==> src/rtl/mixcol_seq.sv <==
// -----------------------------------------------------------------------------
// mixcol_seq -- sequenced AES MixColumns engine for a 128-bit state.
//
// One 32-bit column is mixed per clock through a single shared column
// datapath built from mulby2 (GF(2^8) xtime) instances. A pass takes four
// RUN cycles, then done pulses for one cycle. The result stays on state_out
// until the next accepted start.
//
// Optional feature macro: MIXCOL_INV_EN
//   defined   -> an inv port exists; inv=1 selects InvMixColumns.
//                Each row byte gets a chain of three mulby2 stages.
//   undefined -> forward MixColumns only, one mulby2 per row byte.
//
// Ports:
//   clk        in   1    system clock, rising edge
//   rst_n      in   1    synchronous active-low reset
//   start      in   1    request a pass; honoured only in IDLE or DONE
//   inv        in   1    0 = forward, 1 = inverse (MIXCOL_INV_EN only)
//   state_in   in   128  input state; column c = [127-32c -: 32],
//                        row 0 byte in the column MSBs
//   state_out  out  128  working / result register, same byte order
//   busy       out  1    high while columns are being processed
//   done       out  1    one-cycle completion pulse
// -----------------------------------------------------------------------------

// GF(2^8) multiply-by-2 (xtime), AES reduction polynomial x^8+x^4+x^3+x+1.
module mulby2 (
  input  logic [7:0] a,
  output logic [7:0] y
);
  assign y = {a[6:0], 1'b0} ^ (a[7] ? 8'h1b : 8'h00);
endmodule

module mixcol_seq #(
  parameter int NCOL = 4
) (
  input  logic         clk,
  input  logic         rst_n,
  input  logic         start,
`ifdef MIXCOL_INV_EN
  input  logic         inv,
`endif
  input  logic [127:0] state_in,
  output logic [127:0] state_out,
  output logic         busy,
  output logic         done
);

  localparam logic [1:0] LAST_COL = 2'(NCOL - 1);

  typedef enum logic [1:0] {
    S_IDLE = 2'd0,
    S_RUN  = 2'd1,
    S_DONE = 2'd2
  } state_t;

  state_t        state_q, state_d;
  logic [1:0]    col_q, col_d;
  logic [127:0]  work_q, work_d;
`ifdef MIXCOL_INV_EN
  logic          inv_q, inv_d;
`endif

  logic          accept;
  logic [31:0]   col_sel;
  logic [31:0]   mixed;
  logic [7:0]    a   [0:3];
  logic [7:0]    x2  [0:3];
`ifdef MIXCOL_INV_EN
  logic [7:0]    x4  [0:3];
  logic [7:0]    x8  [0:3];
  logic [7:0]    m09 [0:3];
  logic [7:0]    m0b [0:3];
  logic [7:0]    m0d [0:3];
  logic [7:0]    m0e [0:3];
`endif

  // A start is only honoured when no pass is in flight.
  assign accept = start && ((state_q == S_IDLE) || (state_q == S_DONE));

  // ---------------------------------------------------------------------------
  // Column select. Unused encodings fall back to column 0 so nothing
  // undefined can reach the datapath.
  // ---------------------------------------------------------------------------
  always_comb begin
    case (col_q)
      2'd1:    col_sel = work_q[95:64];
      2'd2:    col_sel = work_q[63:32];
      2'd3:    col_sel = work_q[31:0];
      default: col_sel = work_q[127:96];
    endcase
  end

  // ---------------------------------------------------------------------------
  // Shared column datapath: per-row byte split and xtime chain.
  // ---------------------------------------------------------------------------
  genvar gi;
  generate
    for (gi = 0; gi < 4; gi++) begin : g_mul
      assign a[gi] = col_sel[31-8*gi -: 8];

      mulby2 u_x2 (.a(a[gi]), .y(x2[gi]));
`ifdef MIXCOL_INV_EN
      // x4 and x8 are formed by chaining further xtime stages.
      mulby2 u_x4 (.a(x2[gi]), .y(x4[gi]));
      mulby2 u_x8 (.a(x4[gi]), .y(x8[gi]));

      assign m09[gi] = x8[gi] ^ a[gi];
      assign m0b[gi] = x8[gi] ^ x2[gi] ^ a[gi];
      assign m0d[gi] = x8[gi] ^ x4[gi] ^ a[gi];
      assign m0e[gi] = x8[gi] ^ x4[gi] ^ x2[gi];
`endif
    end

    // Row r sees the coefficient row rotated by r: byte r+j gets coef[j].
    for (gi = 0; gi < 4; gi++) begin : g_row
      localparam int R1 = (gi + 1) % 4;
      localparam int R2 = (gi + 2) % 4;
      localparam int R3 = (gi + 3) % 4;

      logic [7:0] fwd_b;
      // 02*a_r ^ 03*a_{r+1} ^ a_{r+2} ^ a_{r+3}, with 03*x = 02*x ^ x
      assign fwd_b = x2[gi] ^ x2[R1] ^ a[R1] ^ a[R2] ^ a[R3];

`ifdef MIXCOL_INV_EN
      logic [7:0] inv_b;
      assign inv_b = m0e[gi] ^ m0b[R1] ^ m0d[R2] ^ m09[R3];
      assign mixed[31-8*gi -: 8] = inv_q ? inv_b : fwd_b;
`else
      assign mixed[31-8*gi -: 8] = fwd_b;
`endif
    end
  endgenerate

  // ---------------------------------------------------------------------------
  // FSM: state register
  // ---------------------------------------------------------------------------
  always_ff @(posedge clk) begin
    if (!rst_n) begin
      state_q <= S_IDLE;
    end else begin
      state_q <= state_d;
    end
  end

  // ---------------------------------------------------------------------------
  // FSM: next-state logic
  // ---------------------------------------------------------------------------
  always_comb begin
    state_d = state_q;
    case (state_q)
      S_IDLE: begin
        if (start) state_d = S_RUN;
      end
      S_RUN: begin
        if (col_q == LAST_COL) state_d = S_DONE;
      end
      S_DONE: begin
        // A start in DONE chains straight into the next pass.
        state_d = start ? S_RUN : S_IDLE;
      end
      default: state_d = S_IDLE;
    endcase
  end

  // ---------------------------------------------------------------------------
  // FSM: outputs
  // ---------------------------------------------------------------------------
  always_comb begin
    busy = (state_q == S_RUN);
    done = (state_q == S_DONE);
  end

  assign state_out = work_q;

  // ---------------------------------------------------------------------------
  // Working register, column counter and latched mode
  // ---------------------------------------------------------------------------
  always_comb begin
    col_d  = col_q;
    work_d = work_q;
`ifdef MIXCOL_INV_EN
    inv_d  = inv_q;
`endif
    if (accept) begin
      work_d = state_in;
      col_d  = 2'd0;
`ifdef MIXCOL_INV_EN
      inv_d  = inv;
`endif
    end else if (state_q == S_RUN) begin
      // Only the selected column changes; the others are held.
      case (col_q)
        2'd1:    work_d[95:64]  = mixed;
        2'd2:    work_d[63:32]  = mixed;
        2'd3:    work_d[31:0]   = mixed;
        default: work_d[127:96] = mixed;
      endcase
      col_d = col_q + 2'd1;
    end
  end

  always_ff @(posedge clk) begin
    if (!rst_n) begin
      col_q  <= 2'd0;
      work_q <= 128'h0;
`ifdef MIXCOL_INV_EN
      inv_q  <= 1'b0;
`endif
    end else begin
      col_q  <= col_d;
      work_q <= work_d;
`ifdef MIXCOL_INV_EN
      inv_q  <= inv_d;
`endif
    end
  end

endmodule

==> config.mk <==
export PLATFORM = sky130hd
export DESIGN_NAME = mixcol_seq
export DESIGN_NICKNAME = d
export VERILOG_FILES = /design/src/rtl/mixcol_seq.sv
export SDC_FILE = /design/constraint.sdc
export NUM_CORES = 1
export LEC_CHECK = 0
export BUFFER_PORTS_ARGS = -buffer_cell sky130_fd_sc_hd__buf_4
export CAP_MARGIN = 20
export CORE_MARGIN = 8
export CORE_UTILIZATION = 30
export DETAILED_ROUTE_END_ITERATION = 6
export GPL_TIMING_DRIVEN = 0
export PLACE_DENSITY_LB_ADDON = 0.08
export REMOVE_ABC_BUFFERS = 1
export SYNTH_ARGS = -nofsm -noshare
export SYNTH_HDL_FRONTEND = slang
export SYNTH_SLANG_ARGS = --single-unit
==> constraint.sdc <==
create_clock -name clk -period 3.4 [get_ports clk]
set_clock_uncertainty 0.15 [all_clocks]
set_input_delay 0.68 -clock clk [delete_from_list [all_inputs] [get_ports clk]]
set_output_delay 0.68 -clock clk [all_outputs]
set_load 0.02 [all_outputs]
==> impl_table.tex <==
\begin{tabular}{lr}
\hline
Metric & Value \\
\hline
\multicolumn{2}{l}{\textbf{Run status}} \\
Result of the run & completed \\
\multicolumn{2}{l}{\textbf{Logic synthesis}} \\
Instance count of the mapped netlist & 899 \\
Netlist Area Pre-Place & 7680 µm² \\
Yosys warnings & 0 \\
Count of different cell masters after synthesis & 33 \\
Proportion of synthesized chip area in sequential cells & 34.4\% \\
Synthesized flop and latch total & 132 \\
Mean post-synth cell area & 8.55 µm² \\
\multicolumn{2}{l}{\textbf{Worst setup path}} \\
End of the worst register-to-register path & state\_out[67] \\
Beginning of the worst register-to-register path & col\_q[0] \\
Reg2reg path depth & 10 \\
Req. time, crit path & 3.54 ns \\
Max incr delay on CP & 0.47 ns \\
Setup slack of the most critical reg-to-reg path & 0.21 ns \\
Critical Path, Cell by Cell & inv\_1 -> ha\_2 -> buf\_16 -> a222oi\_1 -> buf\_4 -> xor2\_1 -> xnor2\_1 -> o21ai\_1 -> xnor2\_1 -> o21ai\_1 \\
Largest delay share family, worst path & XOR/XNOR gates \\
Slowest cell on the critical path & sky130\_fd\_sc\_hd\_\_xnor2\_1 \\
Critical path peak fanout & 19 \\
Worst Setup Path Type & reg2reg \\
Endpoint arrival time on the critical path & 3.33 ns \\
Number of buffer and inverter instances along the worst setup path & 3 \\
Kind of start point of the critical path & flip-flop \\
Sort of element at the end of the critical path & flip-flop \\
\multicolumn{2}{l}{\textbf{Placed design}} \\
Post-DP HPWL & 24400 µm \\
Final GP Congestion & 0.782 \\
Instance area after placement & 10200 µm² \\
Setup WS pre-CTS & -0.601 ns \\
Port buffer count & 260 \\
\multicolumn{2}{l}{\textbf{Timing}} \\
Final setup margin & 0.208 ns \\
Final setup violation count & 0 \\
Pins over their slew limit & 0 \\
Smallest hold slack & 0.330 ns \\
Max-slew headroom & 28.8\% \\
Upper clock frequency limit & 313 MHz \\
Setup TNS & 0 ns \\
Hold Violations, Final & 0 \\
Final critical-path share of the clock period & 93.9\% \\
Pin slew with the least headroom to its limit & 1.06 ns \\
Shortest period the worst path allows & 3.19 ns \\
\multicolumn{2}{l}{\textbf{Layout}} \\
Finished Cell Area & 11200 µm² \\
Fraction of layout cells with a size suffix above 1 & 32.1\% \\
Diode count & 0 \\
Growth of design area from synthesis to finish & 45.9\% \\
Number of nets at the end of the flow & 1306 \\
\multicolumn{2}{l}{\textbf{Clocking}} \\
Number of buffers created by CTS & 17 \\
Total number of clock tree sinks & 132 \\
CTS tree & built \\
CTS H-Tree Depth & 4 \\
Register clock-pin slew on the reported worst setup and hold paths & 0.06 ns \\
Number of buffers on the longest clock path & 2 \\
Later-pin clock latency in the skew report & 0.42 ns \\
Clock tree root buffer cell & sky130\_fd\_sc\_hd\_\_clkbuf\_16 \\
\multicolumn{2}{l}{\textbf{Floorplan}} \\
Number of standard-cell rows in the floorplan & 58 \\
Die area & 31000 µm² \\
Vertical extent of the die & 176 µm \\
Core Footprint & 25200 µm² \\
Starting density of the core & 30.5\% \\
X dimension of the die & 176 µm \\
Number of top-level design ports & 261 \\
\multicolumn{2}{l}{\textbf{Drt}} \\
Remaining number of nets flagged by the antenna check after routing & 0 \\
Pre-Repair DR Iteration Count & 6 \\
Remaining DRCs & 0 \\
Final routed wirelength across all metal layers & 33600 µm \\
Count of vias placed by the detailed router & 7901 \\
Via density per instance & 5.22 \\
Initial detailed-routing violation count & 592 \\
Wire length per cell & 22.2 µm \\
\multicolumn{2}{l}{\textbf{Global route}} \\
Remaining global-route overflow & 0 \\
First-pass GRT wire length & 50600 µm \\
Pin count of the biggest net entering global routing & 104 \\
Number of antenna violations at the first check in global routing & 0 \\
Vias in the first global route & 8165 \\
Tot GR Track Use & 20.9\% \\
\multicolumn{2}{l}{\textbf{Power and ir drop}} \\
Static Leak & 4.63 nW \\
Worst vdd rail ir drop & 0.252 mV \\
Power per unit of standard cell area & 648 nW/µm² \\
\multicolumn{2}{l}{\textbf{Min path}} \\
Path class of the lowest-slack min-delay path & in2reg \\
Hold depth & 3 \\
Hold path start & state\_in[1] \\
Capture endpoint of the worst hold path & state\_out[1] \\
\multicolumn{2}{l}{\textbf{Job}} \\
Maximum Capacitance Violations & 0 \\
\hline
\end{tabular}
==> area by class of cell <==
class / count / area, µm²
clock buffers: 19 / 443
clock inverters: 13 / 150
fillers: 2587 / 14000
inverters: 4 / 20.0
multi-input cells: 686 / 4780
flip-flops and latches: 132 / 2640
well taps: 330 / 413
repair buffers: 330 / 2760
==> registers in the layout, summed over array words and instances, names as in the netlist <==
name	count
state_out	128
state_q	2
col_q	2
==> worst min-delay path: stages <==
cell                      delay (ns)
sky130_fd_sc_hd__buf_4          0.08
sky130_fd_sc_hd__a22oi_1        0.05
sky130_fd_sc_hd__o21ai_0        0.06
==> what timing repair did <==
action	in CTS	in global routing
gates cloned	0	0
endpoints found under the hold margin	0	0
pin swaps	14	13
setup endpoints to repair	84	56
hold buffers	0	0
setup buffers	31	23
gates resized for setup	2	1
==> cell families after synthesis <==
| logic type | share of synthesized area [%] |
|---|---|
| XOR/XNOR | 21.2 |
| flip-flops | 34.4 |
| AO/OA/AOI/OAI | 30.2 |
| AND/OR/NAND/NOR | 7.67 |
| buffers and inverters | 4.33 |
| multiplexers | 1.60 |
| adder cells (fa/ha/maj) | 0.651 |
==> power by group <==
group | switching (mW) | internal, mW | total [mW]
Combinational | 1.93 | 1.40 | 3.33
Clock | 0.780 | 1.11 | 1.89
Sequential | 0.310 | 1.73 | 2.04
==> Yosys cell counts <==
cell type                   count  area [µm²]
sky130_fd_sc_hd__nor2b_1        3        18.8
sky130_fd_sc_hd__nand2b_1       2        12.5
sky130_fd_sc_hd__o21ai_0      136         681
sky130_fd_sc_hd__clkinv_1       1        3.75
sky130_fd_sc_hd__a21boi_0       1        7.51
sky130_fd_sc_hd__a22oi_1       36         270
sky130_fd_sc_hd__clkbuf_1      62         233
sky130_fd_sc_hd__o21ai_2        1        8.76
sky130_fd_sc_hd__nor3b_1        1        7.51
sky130_fd_sc_hd__nor2_1         9        33.8
sky130_fd_sc_hd__a21oi_1       15        75.1
sky130_fd_sc_hd__o21ai_1       17        85.1
sky130_fd_sc_hd__ha_1           4        50.1
sky130_fd_sc_hd__mux2i_4        1        22.5
sky130_fd_sc_hd__buf_1          9        33.8
sky130_fd_sc_hd__buf_4          1        7.51
sky130_fd_sc_hd__mux2i_1       10         100
sky130_fd_sc_hd__inv_1          3        11.3
sky130_fd_sc_hd__buf_2          2        10.0
sky130_fd_sc_hd__nand3_1        4        20.0
sky130_fd_sc_hd__xnor2_1      132        1160
sky130_fd_sc_hd__xor2_1        54         473
sky130_fd_sc_hd__nand2_1      124         465
sky130_fd_sc_hd__a211oi_1       1        7.51
sky130_fd_sc_hd__and2_1         5        31.3
sky130_fd_sc_hd__o22ai_1        3        18.8
sky130_fd_sc_hd__a2111oi_0      1        8.76
sky130_fd_sc_hd__o21a_1         3        22.5
sky130_fd_sc_hd__dfxtp_1      132        2640
sky130_fd_sc_hd__buf_6          3        33.8
sky130_fd_sc_hd__a22o_1        89         780
sky130_fd_sc_hd__o21ai_4        2        32.5
sky130_fd_sc_hd__a222oi_1      32         320
==> stage by stage <==
step                util (%)  cells  power, mW
floorplan                  -    822       4.11
global placement        38.6   1412       5.33
detailed placement      40.4   1427       5.39
CTS                     43.7   1490       7.32
global route            44.5   1514       7.70
finish                  44.5   1514       7.26
==> per-layer routing <==
metal | wire, µm | track usage (%) | part of all wire [%] | vias up
li1 | - | - | - | 3787
met4 | 258 | 3.92 | 0.77 | 0
met1 | 14700 | 26.2 | 44 | 3841
met2 | 16700 | 35.9 | 50 | 255
met3 | 2010 | 5.38 | 6.0 | 18
met5 | 0 | 0 | 0 | -
==> worst max-delay path by stage <==
| stage | start | to | slack (ns) | depth (start not counted) |
|---|---|---|---|---|
| after floorplan | start | state_out[12] | -2.69 | 5 |
| after global placement | start | state_out[73] | -9.20 | 6 |
| after detailed placement | col_q[0] | state_out[67] | -0.60 | 7 |
| after CTS | col_q[0] | state_out[33] | 0.03 | 9 |
| after global routing | col_q[0] | state_out[95] | -0.02 | 8 |
| final | col_q[0] | state_out[67] | 0.21 | 10 |
==> layout by cell type (no fill, tap or decap), types with 2 or more instances in the layout <==
cell,netlist,final
sky130_fd_sc_hd__buf_12,0,6
sky130_fd_sc_hd__ha_2,0,4
sky130_fd_sc_hd__nand2b_1,2,2
sky130_fd_sc_hd__a222oi_1,32,32
sky130_fd_sc_hd__buf_16,0,10
sky130_fd_sc_hd__nand3_2,0,3
sky130_fd_sc_hd__mux2i_1,10,10
sky130_fd_sc_hd__clkinvlp_4,0,2
sky130_fd_sc_hd__a21oi_4,0,3
sky130_fd_sc_hd__bufinv_16,0,2
sky130_fd_sc_hd__and2_1,5,5
sky130_fd_sc_hd__a21oi_2,0,2
sky130_fd_sc_hd__a21oi_1,15,10
sky130_fd_sc_hd__dfxtp_1,132,132
sky130_fd_sc_hd__a22oi_1,36,36
sky130_fd_sc_hd__inv_1,3,3
sky130_fd_sc_hd__nor2_1,9,9
sky130_fd_sc_hd__xnor2_1,132,132
sky130_fd_sc_hd__clkinv_4,0,6
sky130_fd_sc_hd__xor2_1,54,54
sky130_fd_sc_hd__a22o_1,89,89
sky130_fd_sc_hd__o22ai_1,3,3
sky130_fd_sc_hd__nand2_1,124,124
sky130_fd_sc_hd__o21ai_0,136,136
sky130_fd_sc_hd__o21ai_4,2,2
sky130_fd_sc_hd__buf_4,1,313
sky130_fd_sc_hd__inv_6,0,3
sky130_fd_sc_hd__o21a_1,3,3
sky130_fd_sc_hd__o21ai_1,17,17
sky130_fd_sc_hd__clkbuf_16,0,17
No activity file was read; power rests on OpenSTA's default activity.
